**src/rtl/sevenseg_pkg.sv**
```systemverilog
`default_nettype none
// ============================================================================
//  Module      : sevenseg_pkg
//  Description : Shared constants and types for the 4-digit 7-segment display
//                path: cathode patterns, digit-enable codes, capture FSM
//                state encoding and display timing.
//  Revision    : 1.0 - initial release
// ============================================================================
package sevenseg_pkg;

    // Active-low cathode patterns on seg[6:0] (g..a), decimal point excluded
    localparam logic [6:0] SEG_PAT_0 = 7'h40;
    localparam logic [6:0] SEG_PAT_1 = 7'h79;
    localparam logic [6:0] SEG_PAT_2 = 7'h24;
    localparam logic [6:0] SEG_PAT_3 = 7'h30;
    localparam logic [6:0] SEG_PAT_4 = 7'h19;
    localparam logic [6:0] SEG_PAT_5 = 7'h12;
    localparam logic [6:0] SEG_PAT_6 = 7'h02;
    localparam logic [6:0] SEG_PAT_7 = 7'h78;
    localparam logic [6:0] SEG_PAT_8 = 7'h00;
    localparam logic [6:0] SEG_PAT_9 = 7'h18;

    // One-cold digit enables, most significant digit first
    localparam logic [3:0] DIG_THOUSANDS = 4'b0111;
    localparam logic [3:0] DIG_HUNDREDS  = 4'b1011;
    localparam logic [3:0] DIG_TENS      = 4'b1101;
    localparam logic [3:0] DIG_UNITS     = 4'b1110;
    localparam logic [3:0] DIG_BLANK     = 4'b1111;

    // Driver dwell per digit in 100 MHz clocks
    localparam int SEG_PERIOD_2MS = 200000;

    // Capture FSM: the numeric value of EXPn equals the slot it expects next
    typedef enum logic [1:0] {
        ST_WAIT0 = 2'd0,
        ST_EXP1  = 2'd1,
        ST_EXP2  = 2'd2,
        ST_EXP3  = 2'd3
    } cap_state_t;

    typedef struct packed {
        logic       legal;
        logic [1:0] slot;
    } slot_t;

    // Map a one-cold digit enable to its slot index (0 = thousands)
    function automatic slot_t dig_to_slot(input logic [3:0] dig_code);
        slot_t r;
        r.legal = 1'b1;
        r.slot  = 2'd0;
        case (dig_code)
            DIG_THOUSANDS: r.slot = 2'd0;
            DIG_HUNDREDS:  r.slot = 2'd1;
            DIG_TENS:      r.slot = 2'd2;
            DIG_UNITS:     r.slot = 2'd3;
            default:       r.legal = 1'b0;
        endcase
        return r;
    endfunction

endpackage
`default_nettype wire

```
**src/rtl/sevenseg_pattern_decode.sv**
```systemverilog
`default_nettype none
// ============================================================================
//  Module      : sevenseg_pattern_decode
//  Description : Combinational decode of an active-low cathode pattern back to
//                a decimal digit, flagging any pattern that is not 0-9.
//  Revision    : 1.0 - initial release
// ============================================================================
module sevenseg_pattern_decode
    import sevenseg_pkg::*;
(
    input  logic [6:0] i_seg,
    output logic       o_valid,
    output logic [3:0] o_value
);

    // Pattern lookup; anything outside the ten digit glyphs is invalid
    always_comb begin
        o_valid = 1'b1;
        o_value = 4'd0;
        case (i_seg)
            SEG_PAT_0: o_value = 4'd0;
            SEG_PAT_1: o_value = 4'd1;
            SEG_PAT_2: o_value = 4'd2;
            SEG_PAT_3: o_value = 4'd3;
            SEG_PAT_4: o_value = 4'd4;
            SEG_PAT_5: o_value = 4'd5;
            SEG_PAT_6: o_value = 4'd6;
            SEG_PAT_7: o_value = 4'd7;
            SEG_PAT_8: o_value = 4'd8;
            SEG_PAT_9: o_value = 4'd9;
            default:   o_valid = 1'b0;
        endcase
    end

endmodule
`default_nettype wire

```
**src/rtl/sevenseg_capture.sv**
```systemverilog
`default_nettype none
// ============================================================================
//  Module      : sevenseg_capture
//  Description : Samples a multiplexed 4-digit 7-segment bus, decodes each
//                digit and reports the complete frame as BCD and binary with a
//                one-cycle valid strobe, plus segment/frame error pulses.
//  Revision    : 1.0 - initial release
// ============================================================================
module sevenseg_capture
    import sevenseg_pkg::*;
#(
    parameter int STABLE_CYCLES  = 16,
    parameter int TIMEOUT_CYCLES = 1000000
)(
    input  logic        clk,
    input  logic        rst_n,
    input  logic [7:0]  seg,
    input  logic [3:0]  dig,
    output logic [15:0] number,
    output logic [15:0] bcd,
    output logic        number_valid,
    output logic        seg_error,
    output logic        frame_error
);

    localparam int SW = $clog2(STABLE_CYCLES);
    localparam int TW = $clog2(TIMEOUT_CYCLES);
    localparam logic [SW-1:0] c_stable_max  = SW'(STABLE_CYCLES - 1);
    localparam logic [SW-1:0] c_stable_pre  = SW'(STABLE_CYCLES - 2);
    localparam logic [TW-1:0] c_timeout_max = TW'(TIMEOUT_CYCLES - 1);
    localparam logic [11:0]   c_sync_idle   = {DIG_BLANK, 8'hFF};

    logic [11:0]      r_sync1, r_sync2;
    logic [SW-1:0]    r_stable_cnt;
    logic [TW-1:0]    r_to_cnt;
    cap_state_t       r_state, w_state_next;
    logic [3:0][3:0]  r_digits;
    logic [3:0]       w_store;
    logic             w_changed, w_sample, w_timeout;
    logic             w_done, w_seg_err, w_frame_err;
    logic             r_done, r_valid, r_seg_err, r_frame_err;
    logic [15:0]      r_number, r_bcd, w_number;
    logic [15:0]      w_th, w_hu, w_te, w_un;
    logic [3:0]       w_dig;
    logic             w_pat_valid;
    logic [3:0]       w_pat_value;
    slot_t            w_slot;
    logic [1:0]       w_last_slot;
    logic             w_unused_dp;

    assign w_dig       = r_sync2[11:8];
    assign w_unused_dp = r_sync2[7];
    assign w_slot      = dig_to_slot(w_dig);
    assign w_last_slot = 2'(r_state) - 2'd1;

    // The change test looks one stage ahead so the counter restarts in the
    // same cycle the new value reaches the second stage
    assign w_changed = (r_sync1 != r_sync2);
    assign w_sample  = !w_changed && (r_stable_cnt == c_stable_pre);
    assign w_timeout = (r_state != ST_WAIT0) && !w_sample && (r_to_cnt == c_timeout_max);

    sevenseg_pattern_decode u_decode (
        .i_seg   (r_sync2[6:0]),
        .o_valid (w_pat_valid),
        .o_value (w_pat_value)
    );

    // Two-flop synchronizer for the asynchronous display bus
    always_ff @(posedge clk) begin
        if (!rst_n) begin
            r_sync1 <= c_sync_idle;
            r_sync2 <= c_sync_idle;
        end else begin
            r_sync1 <= {dig, seg};
            r_sync2 <= r_sync1;
        end
    end

    // Stability counter: restart on change, saturate once the value has settled
    always_ff @(posedge clk) begin
        if (!rst_n || w_changed) begin
            r_stable_cnt <= '0;
        end else if (r_stable_cnt != c_stable_max) begin
            r_stable_cnt <= r_stable_cnt + 1'b1;
        end
    end

    // Inter-sample timeout, only armed while a frame is in progress
    always_ff @(posedge clk) begin
        if (!rst_n || w_sample || w_timeout || r_state == ST_WAIT0) begin
            r_to_cnt <= '0;
        end else begin
            r_to_cnt <= r_to_cnt + 1'b1;
        end
    end

    // FSM state register
    always_ff @(posedge clk) begin
        if (!rst_n) begin
            r_state <= ST_WAIT0;
        end else begin
            r_state <= w_state_next;
        end
    end

    // Frame sequencing: decides which slot to store and which error to raise
    always_comb begin
        w_state_next = r_state;
        w_store      = 4'b0000;
        w_done       = 1'b0;
        w_seg_err    = 1'b0;
        w_frame_err  = 1'b0;
        if (w_sample) begin
            if (w_dig == DIG_BLANK) begin
                w_state_next = r_state;
            end else if (!w_slot.legal) begin
                w_frame_err  = 1'b1;
                w_state_next = ST_WAIT0;
            end else if (!w_pat_valid) begin
                w_seg_err    = 1'b1;
                w_state_next = ST_WAIT0;
            end else if (w_slot.slot == 2'd0) begin
                w_store[0]   = 1'b1;
                w_state_next = ST_EXP1;
            end else if (r_state != ST_WAIT0) begin
                if (w_slot.slot == 2'(r_state)) begin
                    w_store[w_slot.slot] = 1'b1;
                    case (r_state)
                        ST_EXP1: w_state_next = ST_EXP2;
                        ST_EXP2: w_state_next = ST_EXP3;
                        default: begin
                            w_state_next = ST_WAIT0;
                            w_done       = 1'b1;
                        end
                    endcase
                end else if (w_slot.slot == w_last_slot) begin
                    w_store[w_slot.slot] = 1'b1;
                end else begin
                    w_frame_err  = 1'b1;
                    w_state_next = ST_WAIT0;
                end
            end
        end else if (w_timeout) begin
            w_frame_err  = 1'b1;
            w_state_next = ST_WAIT0;
        end
    end

    // Per-slot digit storage, index 0 = thousands
    always_ff @(posedge clk) begin
        if (!rst_n) begin
            r_digits <= '0;
        end else begin
            for (int i = 0; i < 4; i++) begin
                if (w_store[i]) begin
                    r_digits[i] <= w_pat_value;
                end
            end
        end
    end

    // Decimal to binary by constant shift-add: 1000=1024-16-8, 100=64+32+4, 10=8+2
    assign w_th = {12'd0, r_digits[0]};
    assign w_hu = {12'd0, r_digits[1]};
    assign w_te = {12'd0, r_digits[2]};
    assign w_un = {12'd0, r_digits[3]};
    assign w_number = (w_th << 10) - (w_th << 4) - (w_th << 3)
                    + (w_hu << 6) + (w_hu << 5) + (w_hu << 2)
                    + (w_te << 3) + (w_te << 1) + w_un;

    // Output stage: result registered the cycle after completion, strobe after that
    always_ff @(posedge clk) begin
        if (!rst_n) begin
            r_done      <= 1'b0;
            r_valid     <= 1'b0;
            r_seg_err   <= 1'b0;
            r_frame_err <= 1'b0;
            r_number    <= '0;
            r_bcd       <= '0;
        end else begin
            r_done      <= w_done;
            r_valid     <= r_done;
            r_seg_err   <= w_seg_err;
            r_frame_err <= w_frame_err;
            if (r_done) begin
                r_number <= w_number;
                r_bcd    <= {r_digits[0], r_digits[1], r_digits[2], r_digits[3]};
            end
        end
    end

    assign number       = r_number;
    assign bcd          = r_bcd;
    assign number_valid = r_valid;
    assign seg_error    = r_seg_err;
    assign frame_error  = r_frame_err;

endmodule
`default_nettype wire

```
**config.mk**
```make
export PLATFORM = sky130hd
export DESIGN_NAME = sevenseg_capture
export DESIGN_NICKNAME = d
export VERILOG_FILES = /design/src/rtl/sevenseg_pkg.sv /design/src/rtl/sevenseg_pattern_decode.sv /design/src/rtl/sevenseg_capture.sv
export SDC_FILE = /design/constraint.sdc
export NUM_CORES = 1
export LEC_CHECK = 0
export CORE_MARGIN = 3
export CORE_UTILIZATION = 56
export DETAILED_ROUTE_END_ITERATION = 10
export HOLD_SLACK_MARGIN = 0.02
export PLACE_DENSITY = 0.77
export SETUP_SLACK_MARGIN = 0.4
export SYNTH_ARGS = -nofsm -noshare
export SYNTH_HDL_FRONTEND = slang
export SYNTH_HIERARCHICAL = 1
export SYNTH_SLANG_ARGS = --single-unit
```
**constraint.sdc**
```tcl
create_clock -name clk -period 5.1 [get_ports clk]
set_input_delay 0.51 -clock clk [delete_from_list [all_inputs] [get_ports clk]]
set_output_delay 0.51 -clock clk [all_outputs]
set_load 0.1 [all_outputs]
```
Yosys cells after proc, flatten, opt, wreduce, memory -nomap -nowiden:

Cells that the tools add are included.

* register bits after elaboration: 102
* logic and storage cells: 117
* output and inout bits: 35

* order comparisons: 2
* add/sub/neg operators: 11
* equal/unequal tests: 25
* bitwise gates (word level): 6
* reduce and logical (&&, ||, !) cells: 22
* mux-type cells: 36

Operators with widths (count)
* case mux 4 bit (9 select lines): 1
* two-way mux 4 bit: 7
* == test 7 x 5 -> 1 bit, second input constant: 3
* == test 7 bit, second input constant: 3
* adder 20 x 1 -> 20 bit, second input constant: 1
* == test 20 bit, second input constant: 1
* == test 4 bit, second input constant: 5
* two-way mux 2 bit: 9
* adder 16 x 10 -> 16 bit: 1
* adder 16 x 4 -> 16 bit: 1
* adder 16 x 5 -> 16 bit: 1
* adder 16 x 6 -> 16 bit: 1
* adder 16 x 7 -> 16 bit: 1
* adder 16 x 9 -> 16 bit: 1
* subtractor 15 x 8 -> 16 bit: 1
* two-way mux 1 bit: 15
* subtractor 14 x 8 -> 15 bit: 1
* == test 7 x 6 -> 1 bit, second input constant: 2
* inequality test 12 bit: 1
* OR reduction 10 bit: 1
* OR reduction 4 bit: 2
* OR reduction 8 bit: 1
* == test 7 x 2 -> 1 bit, second input constant: 1
* logical NOT 7 bit: 1
* 24 further kinds: 40

Depth between registers and ports, before layout:

* word-level depth: 14
* depth in mapped cells: 17
* depth with buffers taken out: 16

Modules after synthesis:

Netlist, hierarchy kept.

Modules (own cells, without submodules)
* sevenseg_capture: area an instance 5576.6 um2, times used 1, cells each 579
* sevenseg_pattern_decode: area an instance 269.0 um2, times used 1, cells each 38

Worst setup path after synthesis:

OpenSTA, ideal clock, no wires.

* path kind: flip-flop to flip-flop
* start: register r_digits[0] in the netlist's numbering
* end: register r_number[15] (netlist: number[15])
* required time: 5033 ps
* setup slack: 1080 ps
* clock period less this slack: 4020 ps
* stages on the path, launching flop included: 17
* arrival: 3954 ps
* path through: dfxtp_1 > clkbuf_1 > inv_1 > fa_1 > fa_1 > inv_1 > fa_1 > inv_1 > ha_1 > fa_1 > a21o_1 > a21oi_1 > o21bai_1 > a211oi_1 > xnor2_1 > mux2i_1 > nor2b_1

* cells in the longest elaborated chain, start to end: 8

RTL lines
* from (decl): RTL line sevenseg_capture.sv:37 `logic [3:0][3:0] r_digits;`
* from (signal, indexed assignment): RTL line sevenseg_capture.sv:156 `r_digits[i] <= w_pat_value;`
* subtractor 14 x 8 -> 15 bit: RTL line sevenseg_capture.sv:167 `assign w_number = (w_th << 10) - (w_th << 4) - (w_th << 3)`
* subtractor 15 x 8 -> 16 bit (*): RTL line sevenseg_capture.sv:167
* adder 16 x 10 -> 16 bit (*): RTL line sevenseg_capture.sv:168 `+ (w_hu << 6) + (w_hu << 5) + (w_hu << 2)`
* adder 16 x 9 -> 16 bit (*): RTL line sevenseg_capture.sv:168
* adder 16 x 6 -> 16 bit (*): RTL line sevenseg_capture.sv:168
* adder 16 x 7 -> 16 bit (*): RTL line sevenseg_capture.sv:169 `+ (w_te << 3) + (w_te << 1) + w_un;`
* adder 16 x 5 -> 16 bit (*): RTL line sevenseg_capture.sv:169
* adder 16 x 4 -> 16 bit (*): RTL line sevenseg_capture.sv:169
* to (signal assigned): RTL line sevenseg_capture.sv:186 `r_number <= w_number;`
* to (decl): RTL line sevenseg_capture.sv:42 `logic [15:0] r_number, r_bcd, w_number;`

Every way passes the cells marked *; elsewhere a longest branch is shown, timed or not.
A chain may end at the register's enable or synchronous reset.

Worst setup path after layout:

Ends and elaborated chain as after synthesis.

==> results summary <==
The run finished with clean final reports. The area used by multi-input combinational logic is 3482 um^2. In the synthesized netlist the async set-or-reset flop fraction comes to 0%. Across every metal layer, demand over resource in global routing totals 19.99%. Registers take 2023 um^2.

The final critical-path required period came out at 4.340 ns. The number of maximum-capacitance violations came out at 0. The post-synth net total came out at 685. Of the synthesized area, sequential elements account for 34.59%. The H-tree depth came out at 3. The clock arrives with 0.009780 ns of skew. The count of clock tree sinks came out at 101.

The area growth from synthesis to layout is 12.16%. At the worst endpoint, the arrival time is 4.65 ns. The die is 108.2 um tall. The biggest area contributor in the post-synthesis netlist is dfxtp_1.

On the critical path, the stage with the largest delay is an instance of fa_1. The sum of negative setup slack came out at 0 ns. The kind of capture point of the worst setup path is a register. The total clock buffers created by CTS is 9.

After synthesis, the largest area contributor takes up 34.59% of total cell area. The first detailed-routing pass ran for 4 iterations. The area of the core is 9955 um^2. For this run, the leading register cell type out of synthesis is dfxtp_1. The antenna diode count is 0. Across all layers, the routed design uses 4235 vias. In the final layout, the share of cells above drive strength 1 is 5.649%. The count of nets left with antenna violations after detail routing is 0. The total half-perimeter wirelength after legalization and detailed placement is 7.950 mm.

The number of failing setup endpoints in the final timing report came out at 0. The synthesized netlist devotes 8.176% of its cell area to compound gates. The worst setup path is launched from a register. After detailed routing, the number of remaining DRC violations is 0. The number of hold violations in the final report was 0.

The total power per unit cell area is 213.1 nW/um^2. For this configuration, the core starts out at a cell density of 58.72%. The area share of xor/xnor cells in the synthesized design is 7.577%. The tightest min-delay check is of the reg -> reg type. The required time of the critical path is 5.41 ns. The synthesized area per cell is 9.474 um^2.

The clock tree buffer depth is 2. In this design, the critical path's most frequently occurring cell is fa_1. The number of global-route vias before repair is 4151.

The number of pins with negative max-slew slack in the final report is 0. The die area is 11700 um^2. The count of synthesis-stage warnings from yosys came out at 6. The total overflow reported by the global router came out at 0.

The slew of the pin with the lowest slew margin is 1.036 ns. The worst setup path is of the reg -> reg kind. 49 I/O pins were placed. The maximum fanout along the worst path came out at 8. The total wire length after detailed routing is 10.79 mm.

The layout has 812 filler cells. The number of vias per cell after detailed routing is 5.374. The wire length of the first global-routing pass is 18.87 mm. The leakage power of the design came out at 2.417 nW. The synthesized cell area came out at 5846 um^2. On the final layout, the worst hold slack is 0.4702 ns. The detailed router's first-iteration violation count came out at 179.

IR analysis of the VDD net gives a maximum drop of 167.4 uV. Setup repair after global routing left no endpoint under its margin. The pin count of the biggest net entering global routing is 80. The flip-flop and latch count after synthesis came out at 101.

Traced cell by cell, the critical path runs through inv_1 -> fa_1 -> fa_1 -> inv_1 -> fa_1 -> inv_1 -> ha_1 -> fa_1 -> a21o_1 -> a21oi_1 -> o21bai_1 -> a211oi_1 -> xnor2_1 -> mux2i_1 -> nor2b_1. The wire length per cell after detailed routing is 13.70 um. After clock tree synthesis, the setup repair step added 0 buffers. The number of different library cells in the post-synthesis netlist came out at 64. The number of nets at the end of the flow came out at 719. After clock tree synthesis, the repair step resized 0 gates. TritonCTS built the clock tree. The latest clock arrival within the worst-skew pair is 0.38 ns. Based on the critical path, the design can be clocked at up to 230.4 MHz.

The number of buffer cells added on primary ports is 48. The multiplexer share of the synthesized area is 8.390%. The simple-gate share of the synthesized area is 21.68%.

The tree is rooted in a clkbuf_8. The commonest cells after synthesis are 101 x dfxtp_1, 53 x inv_1, 52 x nor2b_1. From left edge to right edge, the die measures 108.2 um. Of the available clock period, the critical path in the final layout requires 85.09%.

The area share of fa/ha/maj cells after synthesis came out at 13.74%. The initial antenna violation count came out at 0. Synthesis produced a netlist whose cell count is 617. The library cell with the highest instance count after synthesis is dfxtp_1. The clock transition at the register clock pins on the worst setup and hold paths after CTS is 0.09 ns. The number of enable flip-flop cells after synthesis came out at 0. The worst slew margin relative to its limit is 30.93%. The hold-fix buffer count after cts is 0. Ranked by total cell area, the synthesized netlist is headed by dfxtp_1 35%, mux2i_1 8.4%, ha_1 7.9%, fa_1 5.8%, nor2b_1 5.6%.

The final cell area excluding filler cells is 6556 um^2. The largest family of logic cells by synthesized area is simple AND/OR/NAND/NOR gates. The final RePlAce weighted congestion came out at 0.8549. The placement row count is 36. The largest stage delay on the critical path came out at 0.54 ns.

The post-detailed-placement cell area came out at 6357 um^2.
[state kept, by name, indices dropped and copies added, names as in the netlist]
signal and count:
number 16, bcd 15, r_sync2 12, r_stable_cnt 4
r_state 2, r_to_cnt 20, number_valid 1, r_digits 16
seg_error 1, r_done 1, r_sync1 12, frame_error 1
[logic make-up after synthesis]
group                    after synthesis
adder cells (fa/ha/maj)               54
flip-flops                           101
AND/OR/NAND/NOR                      221
XOR/XNOR                              48
multiplexers                          49
AO/OA/AOI/OAI                         64
buffers and inverters                 80
[worst paths after layout]
kind / startpoint / endpoint / slack [ns] / depth (start not counted)
setup / recovery: r_digits[0] / number[15] / 0.76 / 15
hold / removal: r_sync1[5] / r_sync2[5] / 0.47 / 1
setup reg to reg: r_digits[0] / number[15] / 0.76 / 15
hold reg to reg: r_sync1[5] / r_sync2[5] / 0.47 / 1
[per-layer routing]
metal	vias up	routed length (um)	GRT usage, %
met5	-	0	0
met4	0	106	4.689
met3	11	460	5.731
met2	85	5284	34.33
met1	2001	4941	24.90
li1	2138	-	-
[layout make-up]
class,instances,share of cell area (%)
repair buffers,49,7.366
well taps,133,2.538
inverters,54,3.092
flip-flops and latches,101,30.86
clock buffers,11,2.309
clock inverters,4,0.7252
multi-input cells,436,53.11
[cells in the final DEF, fill, tap and decap left out, types with 3 or more instances in the layout]
master	synthesis	final
mux2i_1	49	49
nor3b_1	4	4
o21ai_0	5	5
xnor2_1	27	27
or3_1	3	3
ha_1	37	37
clkbuf_8	0	11
nand3_1	21	21
and3_1	7	7
nand4_1	10	10
nor2_1	38	38
dfxtp_1	101	100
xor2_1	18	18
nand2b_1	27	27
nor3_1	8	8
nor2b_1	52	52
nor4_1	5	5
xnor2_2	3	3
fa_1	17	17
a21o_1	9	9
inv_1	53	53
nor4b_1	3	3
o21bai_1	3	3
a21oi_1	13	13
nand2_1	26	26
a211oi_1	5	5
clkdlybuf4s50_1	0	47
[where the power goes]
| part | total, mW | switching (mW) | leakage [nW] | internal (mW) |
|---|---|---|---|---|
| logic | 0.0725 | 0.0348 | 1.50 | 0.0377 |
| clock network | 0.513 | 0.264 | 0.101 | 0.249 |
| registers | 0.811 | 0.0142 | 0.820 | 0.797 |
| total | 1.40 | 0.313 | 2.42 | 1.08 |
[worst max-delay path: cells and delay by family (launching register included)]
family | cells | cell delay, ns
AOI/OAI and AO/OA | 4 | 0.95
DFF | 1 | 0.45
and+or+nand+nor | 1 | 0.14
buffers and inverters | 3 | 0.28
adders and majority gates | 5 | 2.19
muxes | 1 | 0.09
xor gates and xnor gates | 1 | 0.16
[metrics by stage]
step	total power, mW	util [%]	setup slack [ns]	instances
finish	1.397	65.86	0.7605	788
global route	1.455	65.86	0.4546	788
CTS	1.414	65.86	0.7677	788
detailed placement	0.9020	63.86	0.8443	773
global placement	0.8991	63.86	0.9631	773
floorplan	0.8845	-	1.080	617
No activity file was read; power rests on OpenSTA's default activity.
==> variant: new RTL, same flow settings <==
`TIMEOUT_CYCLES`: 1000000 -> 500000.
--- a/src/rtl/sevenseg_capture.sv
+++ b/src/rtl/sevenseg_capture.sv
@@ -10,7 +10,7 @@
     import sevenseg_pkg::*;
 #(
     parameter int STABLE_CYCLES  = 16,
-    parameter int TIMEOUT_CYCLES = 1000000
+    parameter int TIMEOUT_CYCLES = 500000
 )(
     input  logic        clk,
     input  logic        rst_n,
Function: same outputs for any inputs over 10 cycles, from zero or initial values and one cycle with rst_n low; that may be too few to reach the edited logic, so the function may still have changed.
==> variant against the unedited design <==
Wire length fell by 0.83%; power decreased by 2.5%; critical endpoint unchanged; highest routed layer unchanged; critical path type unchanged; synthesized area down 1.0%; cell area decreased by 1.1%; global-route usage hardly changed; clock power shrank 4.7%; setup slack worse by 33 ps; critical path depth did not move; largest power group unchanged; sequential cell count down 1.
==> variant: results (changes against the unedited design) <==
The CTS buffer count came out at 9 (unchanged). The placed cell count is 764 (-1.2%). The relative area of non-clock buffer cells in the final design came out at 7.56% (+0.20 points). The count of non-CTS inverters in the layout is 52 (-3.7%). The max-slew headroom at the worst pin came out at 34.1% (+3.2 points). The number of inserted filler cells in the final layout came out at 841 (+3.6%). By count the netlist is led by sky130_fd_sc_hd__dfxtp_1 (100), sky130_fd_sc_hd__inv_1 (52), sky130_fd_sc_hd__nor2b_1 (44), sky130_fd_sc_hd__mux2i_1 (43), sky130_fd_sc_hd__ha_1 (36).

The worst setup slack for register-to-register paths is 730 ps (-30 ps). The total area of multi-input combinational cells came out at 3430 um2 (-1.4%). For this run, the leading register cell type out of synthesis is sky130_fd_sc_hd__dfxtp_1. The clock buffer count came out at 10 (-1). The post-synthesis net count is 676 (-1.3%). The worst slack on hold paths came out at 465 ps (-4.76 ps). The clock distribution area overhead in the final layout came out at 3.01% (-0.025 points). The stage delay of the slowest cell on the critical path came out at 520 ps (-20 ps). The switching power share of the total is 24.7% (+2.3 points).

The overall power of the completed layout is 0.00136 W (-2.5%). The share of post-route cells with drive strength above 1 is 6.03% (+0.38 points). The number of non-clock buffers is 50 (+2.0%).

The worst reg-to-reg path cell count is 15 (unchanged). The pre-CTS setup slack is 754 ps (-90.3 ps). The total die area came out at 11600 um2 (-1.0%).

The per-instance average area after synthesis was 9.50 um2 (+0.25%). The post-detailed-placement cell area is 6290 um2 (-1.1%). The power in the clock group came out at 0.000489 W (-4.7%).

The worst-case vdd ir drop is 0.205 mV (+23%). The largest register by flop count is r_to_cnt. The final instance count without filler cells is 780 (-1.0%). In the post-synthesis netlist, the biggest area contributors are sky130_fd_sc_hd__dfxtp_1 (35%), sky130_fd_sc_hd__ha_1 (7.8%), sky130_fd_sc_hd__mux2i_1 (7.4%). The final-stage net count came out at 709 (-1.4%). The multi-input gate share of total cell area is 53.0% (-0.15 points). The number of distinct library cell variants in the gate-level netlist after synthesis is 67 (+4.7%).

The final estimated routing congestion in global placement is 0.871 (+1.9%). The number of endpoints with negative hold slack in the final report came to 0 (unchanged). The final routed wire length divided by cell count is 13.7 um (+0.18%). The largest net degree at the start of global routing came out at 83 (+3.8%). The number of DRC markers in iteration 0 is 207 (+16%). The post-route clock period utilization is 85.7% (+0.65 points).

The fraction of power consumed by sequential logic came out at 59.0% (+0.9 points). The initial antenna violation count came out at 0 (unchanged). The total number of multi-input combinational cells is 429 (-1.6%). The run finished with clean final reports.

The half-perimeter wire length of the detailed placement result is 8.03 mm (+0.99%). The number of flip-flops in the largest register is 19 (-5.0%). The sequential fraction of total cell area is 30.9% (about the same). The static leakage came out at 2.32 nW (-3.8%).

The routed via count is 4210 (-0.59%). The endpoint identified for the worst register-to-register timing path is number[15]$_SDFFE_PN0P_. The largest clock skew in the final design came to 11.2 ps (+1.41 ps).

The global routing usage summed across all routing layers came out at 20.0% (-0.028 points). The sequential cell count is 100 (-0.99%). The min-delay analysis places its worst path in the category register to register. The first-pass GRT wire length is 18.8 mm (-0.55%).
[variant: changes by cell type in the layout (fill, tap and decap cells not counted), moves of 4 or more]
| cell | change |
|---|---|
| sky130_fd_sc_hd__o21ai_0 | +5 |
| sky130_fd_sc_hd__nand4_1 | -4 |
| sky130_fd_sc_hd__nor2b_1 | -8 |
| sky130_fd_sc_hd__nand3b_1 | +4 |
| sky130_fd_sc_hd__a21o_1 | -5 |
| sky130_fd_sc_hd__mux2i_1 | -6 |
| sky130_fd_sc_hd__and2_1 | +4 |
| sky130_fd_sc_hd__nand2_1 | +4 |
| sky130_fd_sc_hd__nand4b_1 | +4 |
[variant: routing by layer]
metal	share of wire (%)	global-route usage [%]
met4	1.9	6.94
met1	45	24.7
met5	0	0
met2	49	34.1
met3	3.4	4.50
[variant: kinds of logic after synthesis]
group / synth area share, %
AOI/OAI and AO/OA: 9.15
xor gates and xnor gates: 6.79
adders and majority gates: 13.7
buffers and inverters: 6.01
DFF: 34.6
muxes: 7.90
other: 0.0648
and+or+nand+nor: 21.8
